File: config.mk
export PLATFORM = sky130hd
export DESIGN_NAME = display_scan_mux_flat
export DESIGN_NICKNAME = d
export VERILOG_FILES = /design/src/rtl/display_scan_mux_pkg.sv /design/src/rtl/display_scan_mux_if.sv /design/src/rtl/refresh_prescaler.sv /design/src/rtl/display_scan_mux.sv /design/src/flat_wrapper.sv
export SDC_FILE = /design/constraint.sdc
export NUM_CORES = 1
export LEC_CHECK = 0
export BUFFER_PORTS_ARGS = -buffer_cell sky130_fd_sc_hd__buf_2
export CAP_MARGIN = 40
export CORE_ASPECT_RATIO = 0.9
export CORE_MARGIN = 4
export CORE_UTILIZATION = 50
export CTS_CLUSTER_SIZE = 28
export DETAILED_ROUTE_END_ITERATION = 8
export PLACE_DENSITY = 0.69
export SLEW_MARGIN = 10
export SYNTH_ARGS = -nofsm -noshare
export SYNTH_HDL_FRONTEND = slang
export SYNTH_SLANG_ARGS = --single-unit
File: constraint.sdc
create_clock -name clk -period 1.89 [get_ports clk]
set_input_delay 0.189 -clock clk [delete_from_list [all_inputs] [get_ports clk]]
set_output_delay 0.189 -clock clk [all_outputs]
set_load 0.01 [all_outputs]
File: src/rtl/display_scan_mux_pkg.sv
// ---------------------------------------------------------------------------
// display_scan_mux_pkg : shared display constants, digit index type, anode table
// Rev 1.0
// ---------------------------------------------------------------------------
`default_nettype none

package display_scan_mux_pkg;

  localparam logic [3:0] ANODE_OFF  = 4'b1111;
  localparam int         NUM_DIGITS = 4;
  localparam int         DIG_W      = $clog2(NUM_DIGITS);

  typedef enum logic [DIG_W-1:0] {
    DIG0 = 2'd0,
    DIG1 = 2'd1,
    DIG2 = 2'd2,
    DIG3 = 2'd3
  } digit_e;

  // Active-low one-hot anode pattern for each digit slot
  function automatic logic [NUM_DIGITS-1:0] anode_sel(input digit_e d);
    logic [NUM_DIGITS-1:0] an;
    case (d)
      DIG3:    an = 4'b0111;
      DIG2:    an = 4'b1011;
      DIG1:    an = 4'b1101;
      DIG0:    an = 4'b1110;
      default: an = ANODE_OFF;
    endcase
    return an;
  endfunction

endpackage

`default_nettype wire

File: src/rtl/display_scan_mux_if.sv
// ---------------------------------------------------------------------------
// display_scan_mux_if : value-load handshake and scan outputs of the display mux
// Rev 1.0
// ---------------------------------------------------------------------------
`default_nettype none

interface display_scan_mux_if;
  logic [15:0] bcd_in;
  logic        load;
  logic        pending;
  logic        loaded;
  logic        frame_tick;
  logic [3:0]  an;
  logic [3:0]  bcd;

  modport master (
    output bcd_in, load,
    input  pending, loaded, frame_tick, an, bcd
  );

  modport slave (
    input  bcd_in, load,
    output pending, loaded, frame_tick, an, bcd
  );
endinterface

`default_nettype wire

File: src/rtl/refresh_prescaler.sv
// ---------------------------------------------------------------------------
// refresh_prescaler : free-running 0..REFRESH_DIV-1 counter, one-cycle tick at wrap
// Rev 1.0
// ---------------------------------------------------------------------------
`default_nettype none

module refresh_prescaler #(
  parameter int REFRESH_DIV = 50000
) (
  input  logic clk,
  input  logic rst,
  output logic slot_tick_o
);

  localparam int               CNT_W   = $clog2(REFRESH_DIV + 1);
  localparam logic [CNT_W-1:0] CNT_MAX = CNT_W'(REFRESH_DIV - 1);

  logic [CNT_W-1:0] cnt_q, cnt_d;

  assign slot_tick_o = (cnt_q == CNT_MAX);

  always_comb begin
    cnt_d = cnt_q + CNT_W'(1);
    if (slot_tick_o) cnt_d = '0;
  end

  always_ff @(posedge clk) begin
    if (rst) cnt_q <= '0;
    else     cnt_q <= cnt_d;
  end

endmodule

`default_nettype wire

File: src/rtl/display_scan_mux.sv
// ---------------------------------------------------------------------------
// display_scan_mux : 4-digit BCD scan mux with frame-synchronous double buffering
// Rev 1.0
// ---------------------------------------------------------------------------
`default_nettype none

module display_scan_mux
  import display_scan_mux_pkg::*;
#(
  parameter int REFRESH_DIV = 50000,
  parameter int BLANK_LZ    = 1
) (
  input  logic                clk,
  input  logic                rst,
  display_scan_mux_if.slave   disp
);

  logic        slot_tick;
  logic        frame_bnd;
  digit_e      idx_q, idx_d;
  logic [15:0] disp_q, disp_d;
  logic [15:0] pend_val_q, pend_val_d;
  logic        pending_q, pending_d;
  logic        loaded_q, loaded_d;
  logic        frame_tick_q;
  logic [3:0]  an_q, an_d;
  logic [3:0]  bcd_q, bcd_d;
  logic [3:0]  blank;

  refresh_prescaler #(
    .REFRESH_DIV (REFRESH_DIV)
  ) u_prescaler (
    .clk         (clk),
    .rst         (rst),
    .slot_tick_o (slot_tick)
  );

  assign frame_bnd = slot_tick && (idx_q == DIG0);

  always_ff @(posedge clk) begin
    if (rst) begin
      idx_q        <= DIG3;
      disp_q       <= '0;
      pend_val_q   <= '0;
      pending_q    <= 1'b0;
      loaded_q     <= 1'b0;
      frame_tick_q <= 1'b0;
      an_q         <= ANODE_OFF;
      bcd_q        <= '0;
    end else begin
      idx_q        <= idx_d;
      disp_q       <= disp_d;
      pend_val_q   <= pend_val_d;
      pending_q    <= pending_d;
      loaded_q     <= loaded_d;
      frame_tick_q <= frame_bnd;
      an_q         <= an_d;
      bcd_q        <= bcd_d;
    end
  end

  always_comb begin
    idx_d = idx_q;
    if (slot_tick) begin
      case (idx_q)
        DIG3:    idx_d = DIG2;
        DIG2:    idx_d = DIG1;
        DIG1:    idx_d = DIG0;
        default: idx_d = DIG3;
      endcase
    end
  end

  // A load on the boundary edge still applies the old value; the new one stays pending
  always_comb begin
    disp_d     = disp_q;
    pend_val_d = pend_val_q;
    pending_d  = pending_q;
    loaded_d   = 1'b0;
    if (frame_bnd && pending_q) begin
      disp_d    = pend_val_q;
      loaded_d  = 1'b1;
      pending_d = 1'b0;
    end
    if (disp.load) begin
      pend_val_d = disp.bcd_in;
      pending_d  = 1'b1;
    end
  end

  assign blank[0] = 1'b0;
  assign blank[3] = (BLANK_LZ != 0) && (disp_q[15:12] == 4'd0);
  assign blank[2] = blank[3] && (disp_q[11:8] == 4'd0);
  assign blank[1] = blank[2] && (disp_q[7:4] == 4'd0);

  always_comb begin
    an_d  = anode_sel(idx_q);
    bcd_d = disp_q[{idx_q, 2'b00} +: 4];
    if (blank[idx_q]) begin
      an_d  = ANODE_OFF;
      bcd_d = '0;
    end
  end

  assign disp.pending    = pending_q;
  assign disp.loaded     = loaded_q;
  assign disp.frame_tick = frame_tick_q;
  assign disp.an         = an_q;
  assign disp.bcd        = bcd_q;

endmodule

`default_nettype wire

File: src/flat_wrapper.sv
// flat-port wrapper written by rule: the top's interface ports become plain ports
module display_scan_mux_flat import display_scan_mux_pkg::*;
#(
  parameter int REFRESH_DIV = 50000,
  parameter int BLANK_LZ    = 1
)
  (clk, rst, disp_bcd_in, disp_load, disp_pending, disp_loaded, disp_frame_tick, disp_an, disp_bcd);
  display_scan_mux_if disp_i ();
  input  logic clk;
  input  logic rst;
  input wire logic [$bits(disp_i.bcd_in)-1:0] disp_bcd_in;
  input wire logic [$bits(disp_i.load)-1:0] disp_load;
  output wire logic [$bits(disp_i.pending)-1:0] disp_pending;
  output wire logic [$bits(disp_i.loaded)-1:0] disp_loaded;
  output wire logic [$bits(disp_i.frame_tick)-1:0] disp_frame_tick;
  output wire logic [$bits(disp_i.an)-1:0] disp_an;
  output wire logic [$bits(disp_i.bcd)-1:0] disp_bcd;
  assign disp_i.bcd_in = disp_bcd_in;
  assign disp_i.load = disp_load;
  assign disp_pending = disp_i.pending;
  assign disp_loaded = disp_i.loaded;
  assign disp_frame_tick = disp_i.frame_tick;
  assign disp_an = disp_i.an;
  assign disp_bcd = disp_i.bcd;
  display_scan_mux #(.REFRESH_DIV(REFRESH_DIV), .BLANK_LZ(BLANK_LZ)) u_core (.clk(clk), .rst(rst), .disp(disp_i));
endmodule
==> Implementation_results.wiki <==
{| class="wikitable"
! Metric !! Value
|-
| Final setup viols || 0
|-
| Most instantiated cells after synthesis || sky130_fd_sc_hd__dfxtp_1, sky130_fd_sc_hd__nor2_1, sky130_fd_sc_hd__nand4_1
|-
| Share of flip-flops with an asynchronous set or reset after synthesis || 0
|-
| Port Buffer Count || 29
|-
| Wire length of the first global-routing pass || ~8500 um
|-
| Hold Crit Depth || 3
|-
| Maximum vdd drop || 570.4 uV
|-
| Number of cells in the design after placement || between 300 and 400
|-
| Share of the synthesized area in compound gates (AO/OA/AOI/OAI) || 0.07564
|-
| Iteration count of the initial detailed-routing pass || 4
|-
| Synthesized cell area || about 2500 um^2
|-
| Required time of the worst setup path || 2.16 ns
|-
| Largest net degree at the start of global routing || 40
|-
| Nature of the critical path endpoint || flop
|-
| Final cycle utilization of the critical path || 0.9073
|-
| Critical path fanouts, max || 17
|-
| Routed wire length per instance || about 14 um
|-
| Remaining routing DRC violations || 0
|-
| Cell types occupying the most area after synthesis || sky130_fd_sc_hd__dfxtp_1, sky130_fd_sc_hd__mux2i_1, sky130_fd_sc_hd__nor2_1
|-
| Worst slew margin || 0.5689
|-
| Number of global-route vias before repair || ~1800
|-
| Number of different library cells in the post-synthesis netlist || 35
|-
| Post-CTS resize count || 0
|-
| Total routed wirelength || between 4000 and 5000 um
|-
| Count of flip-flops with a built-in enable after synthesis || 0
|-
| Clock tree from TritonCTS || yes
|-
| Final TNS setup || 0 ns
|-
| # H-tree levels || 3
|-
| Area delta synth->final || 16.11%
|-
| Count of maximum capacitance violations || 0
|-
| Number of nets with antenna violations after routing || 0
|-
| Area share of fa/ha/maj cells after synthesis || 0.03438
|-
| Result of the run || finished, final reports clean
|-
| Leakage Power || ~1.2 nW
|-
| Synthesized netlist cell count || roughly 260
|-
| Initial cell density of the core || 0.5204
|-
| Count of non-filler cells in the finished layout || around 360
|-
| Proportion of synthesized chip area in sequential cells || 0.4794
|-
| Number of cells on the worst reg-to-reg path || 6
|-
| Buffer cell driving the clock tree root || sky130_fd_sc_hd__clkbuf_8
|-
| FMAX || approximately 0.58 GHz
|-
| Cell taking the most area after synthesis || sky130_fd_sc_hd__dfxtp_1
|-
| Routed vias/inst || approximately 5.4
|-
| PnR worst setup slack || around 0.18 ns
|-
| Insertion delay of the later-clocked pin in the worst-skew pair || 0.34 ns
|-
| Number of clock buffers inserted by TritonCTS || 9
|-
| Total global routing overflow || 0
|-
| Power per standard cell area || 918.9 nW/um^2
|-
| Final HPWL DP || about 3400 um
|-
| Mean Syn Cell Area || between 9 and 10 um^2
|-
| Antenna diode instance count || 0
|-
| Fin util || 0.6043
|-
| Clk sink count || between 60 and 70
|-
| Dominant combinational cell family by area after synthesis || simple AND/OR/NAND/NOR gates
|-
| Unrepaired setup endpoints after global routing || false
|-
| Clock Skew || slightly below 0.008 ns
|-
| Die Ht || ~76 um
|-
| Row count || 24
|-
| Worst slack at placement || between 0.2 and 0.25 ns
|-
| Area share of and/or/nand/nor cells after synthesis || 0.2156
|-
| Max-slew violations || 0
|-
| Category of the most critical setup path || flop to flop
|-
| Buffers inserted by post-CTS timing repair || 0
|-
| Maximum buffer depth of the clock tree || 2
|-
| FF+latch count, synth || 61
|-
| Most used flip-flop cell after synthesis || sky130_fd_sc_hd__dfxtp_1
|-
| Share of synthesized area spent on multiplexers || 0.09823
|-
| Total Die Area || 6303 um^2
|-
| Die span in x || 83.24 um
|-
| Synth Area in XOR/XNOR || 0.04813
|-
| Number of DRC markers after the initial detailed-route iteration || 137
|-
| Measured slew at the worst slew-check pin || ~0.64 ns
|-
| Core footprint || 4895 um^2
|-
| Hold Buf Count CTS || 0
|-
| Global-route total usage across every layer || 0.1721
|-
| Hold/Removal Path Class || primary input to flop
|-
| Layout Nets || around 320
|-
| Cell with the most instances after synthesis || sky130_fd_sc_hd__dfxtp_1
|-
| Final critical path time including I/O delays and setup || 1.715 ns
|-
| Layout cell share with drive strength beyond 1 || 0.2095
|-
| Number of placed I/O pins || 30
|-
| CTS clk-pin slew, worst paths || around 0.070 ns
|-
| Category of the worst setup path launch point || flop
|-
| Share of the synthesized area in the top cell type || 0.4794
|-
| Initial antenna violation count || 0
|-
| Hold violation count in the final report || 0
|-
| Yosys synthesis warning count || 0
|-
| Worst Path Arrival || roughly 2 ns
|-
| Total nets after synthesis || 288
|-
| GP Congestion || about 0.80
|-
| Total vias in the final route || 1951
|}
==> final cells by class <==
cell class	count	area, um^2
clock buffer	11	141.4
clock inverter	5	83.83
fill	439	1937
inverter	4	15.01
multi-input combinational	177	1202
sequential	61	1221
tap	65	81.33
timing repair buffer	38	212.7
==> logic make-up after synthesis <==
kind of cell	count (synthesis)
and+or+nand+nor	100
DFF	61
AOI/OAI and AO/OA	36
buffers and inverters	24
muxes	20
xor gates and xnor gates	14
adders and majority gates	7
==> metrics by stage <==
| stage | total power, W | instance area, um^2 | hold slack (ns) |
|---|---|---|---|
| floorplan | 0.001426 | 2547 | 0.3361 |
| finish | 0.002718 | 2958 | 0.08367 |
| detailed placement | 0.001465 | 2733 | 0.4295 |
| CTS | 0.002747 | 2958 | 0.07298 |
| global route | 0.002832 | 2958 | 0.07325 |
| global placement | 0.001462 | 2733 | 0.4201 |
==> power by group <==
group	leakage, nW	switching (W)	internal (W)
clock network	0.106	0.000501	0.000780
registers	0.496	0.0000201	0.00131
logic	0.621	0.0000569	0.0000466
==> cells in the final DEF, fill, tap and decap left out, types with 3 or more instances in the layout <==
cell type                  count
sky130_fd_sc_hd__clkbuf_8     10
sky130_fd_sc_hd__ha_1          7
sky130_fd_sc_hd__and4_1        6
sky130_fd_sc_hd__buf_4         9
sky130_fd_sc_hd__nand3_1       5
sky130_fd_sc_hd__mux2i_1      16
sky130_fd_sc_hd__nand2_1       9
sky130_fd_sc_hd__and2_1        5
sky130_fd_sc_hd__inv_1         4
sky130_fd_sc_hd__nand4_1      22
sky130_fd_sc_hd__nor2_1       38
sky130_fd_sc_hd__xor2_1       10
sky130_fd_sc_hd__buf_2        29
sky130_fd_sc_hd__o21ai_0      16
sky130_fd_sc_hd__and3_1        3
sky130_fd_sc_hd__xnor2_1       4
sky130_fd_sc_hd__a21oi_1      16
sky130_fd_sc_hd__dfxtp_1      61
sky130_fd_sc_hd__mux4_2        4
==> state kept, by name, summed over array words and instances (netlist names) <==
name / cells
u_core.disp_q: 16
u_core.pend_val_q: 16
u_core.u_prescaler.cnt_q: 16
u_core.disp.an: 4
u_core.disp.bcd: 4
u_core.idx_q: 2
u_core.disp.frame_tick: 1
u_core.disp.loaded: 1
u_core.disp.pending: 1
==> metal layers <==
metal	GRT usage	share of wire	vias to the layer above	routed length, um
li1	-	-	987	-
met1	0.2476	0.53	898	2627
met2	0.2331	0.39	60	1956
met3	0.06811	0.065	6	323
met4	0.05989	0.012	0	61
met5	0	0	-	0
==> final timing paths <==
| check | from | to | slack [ns] |
|---|---|---|---|
| worst max-delay path | u_core.u_prescaler.cnt_q[0]$_SDFF_PP0_ | u_core.disp_q[5]$_SDFFE_PP0P_ | 0.18 |
| worst min-delay path | disp_bcd_in[9] | u_core.pend_val_q[9]$_SDFFE_PP0P_ | 0.08 |
| worst max register to register | u_core.u_prescaler.cnt_q[0]$_SDFF_PP0_ | u_core.disp_q[5]$_SDFFE_PP0P_ | 0.18 |
| worst min register to register | u_core.u_prescaler.cnt_q[0]$_SDFF_PP0_ | u_core.u_prescaler.cnt_q[0]$_SDFF_PP0_ | 0.47 |
==> critical path: stages (launching register included) <==
cell and delay [ns]:
sky130_fd_sc_hd__dfxtp_1 0.37, sky130_fd_sc_hd__ha_1 0.27, sky130_fd_sc_hd__and4_1 0.24, sky130_fd_sc_hd__and4_1 0.26, sky130_fd_sc_hd__buf_4 0.24, sky130_fd_sc_hd__nand4_1 0.14, sky130_fd_sc_hd__a21oi_1 0.13
(Power assumes the default switching activity.)
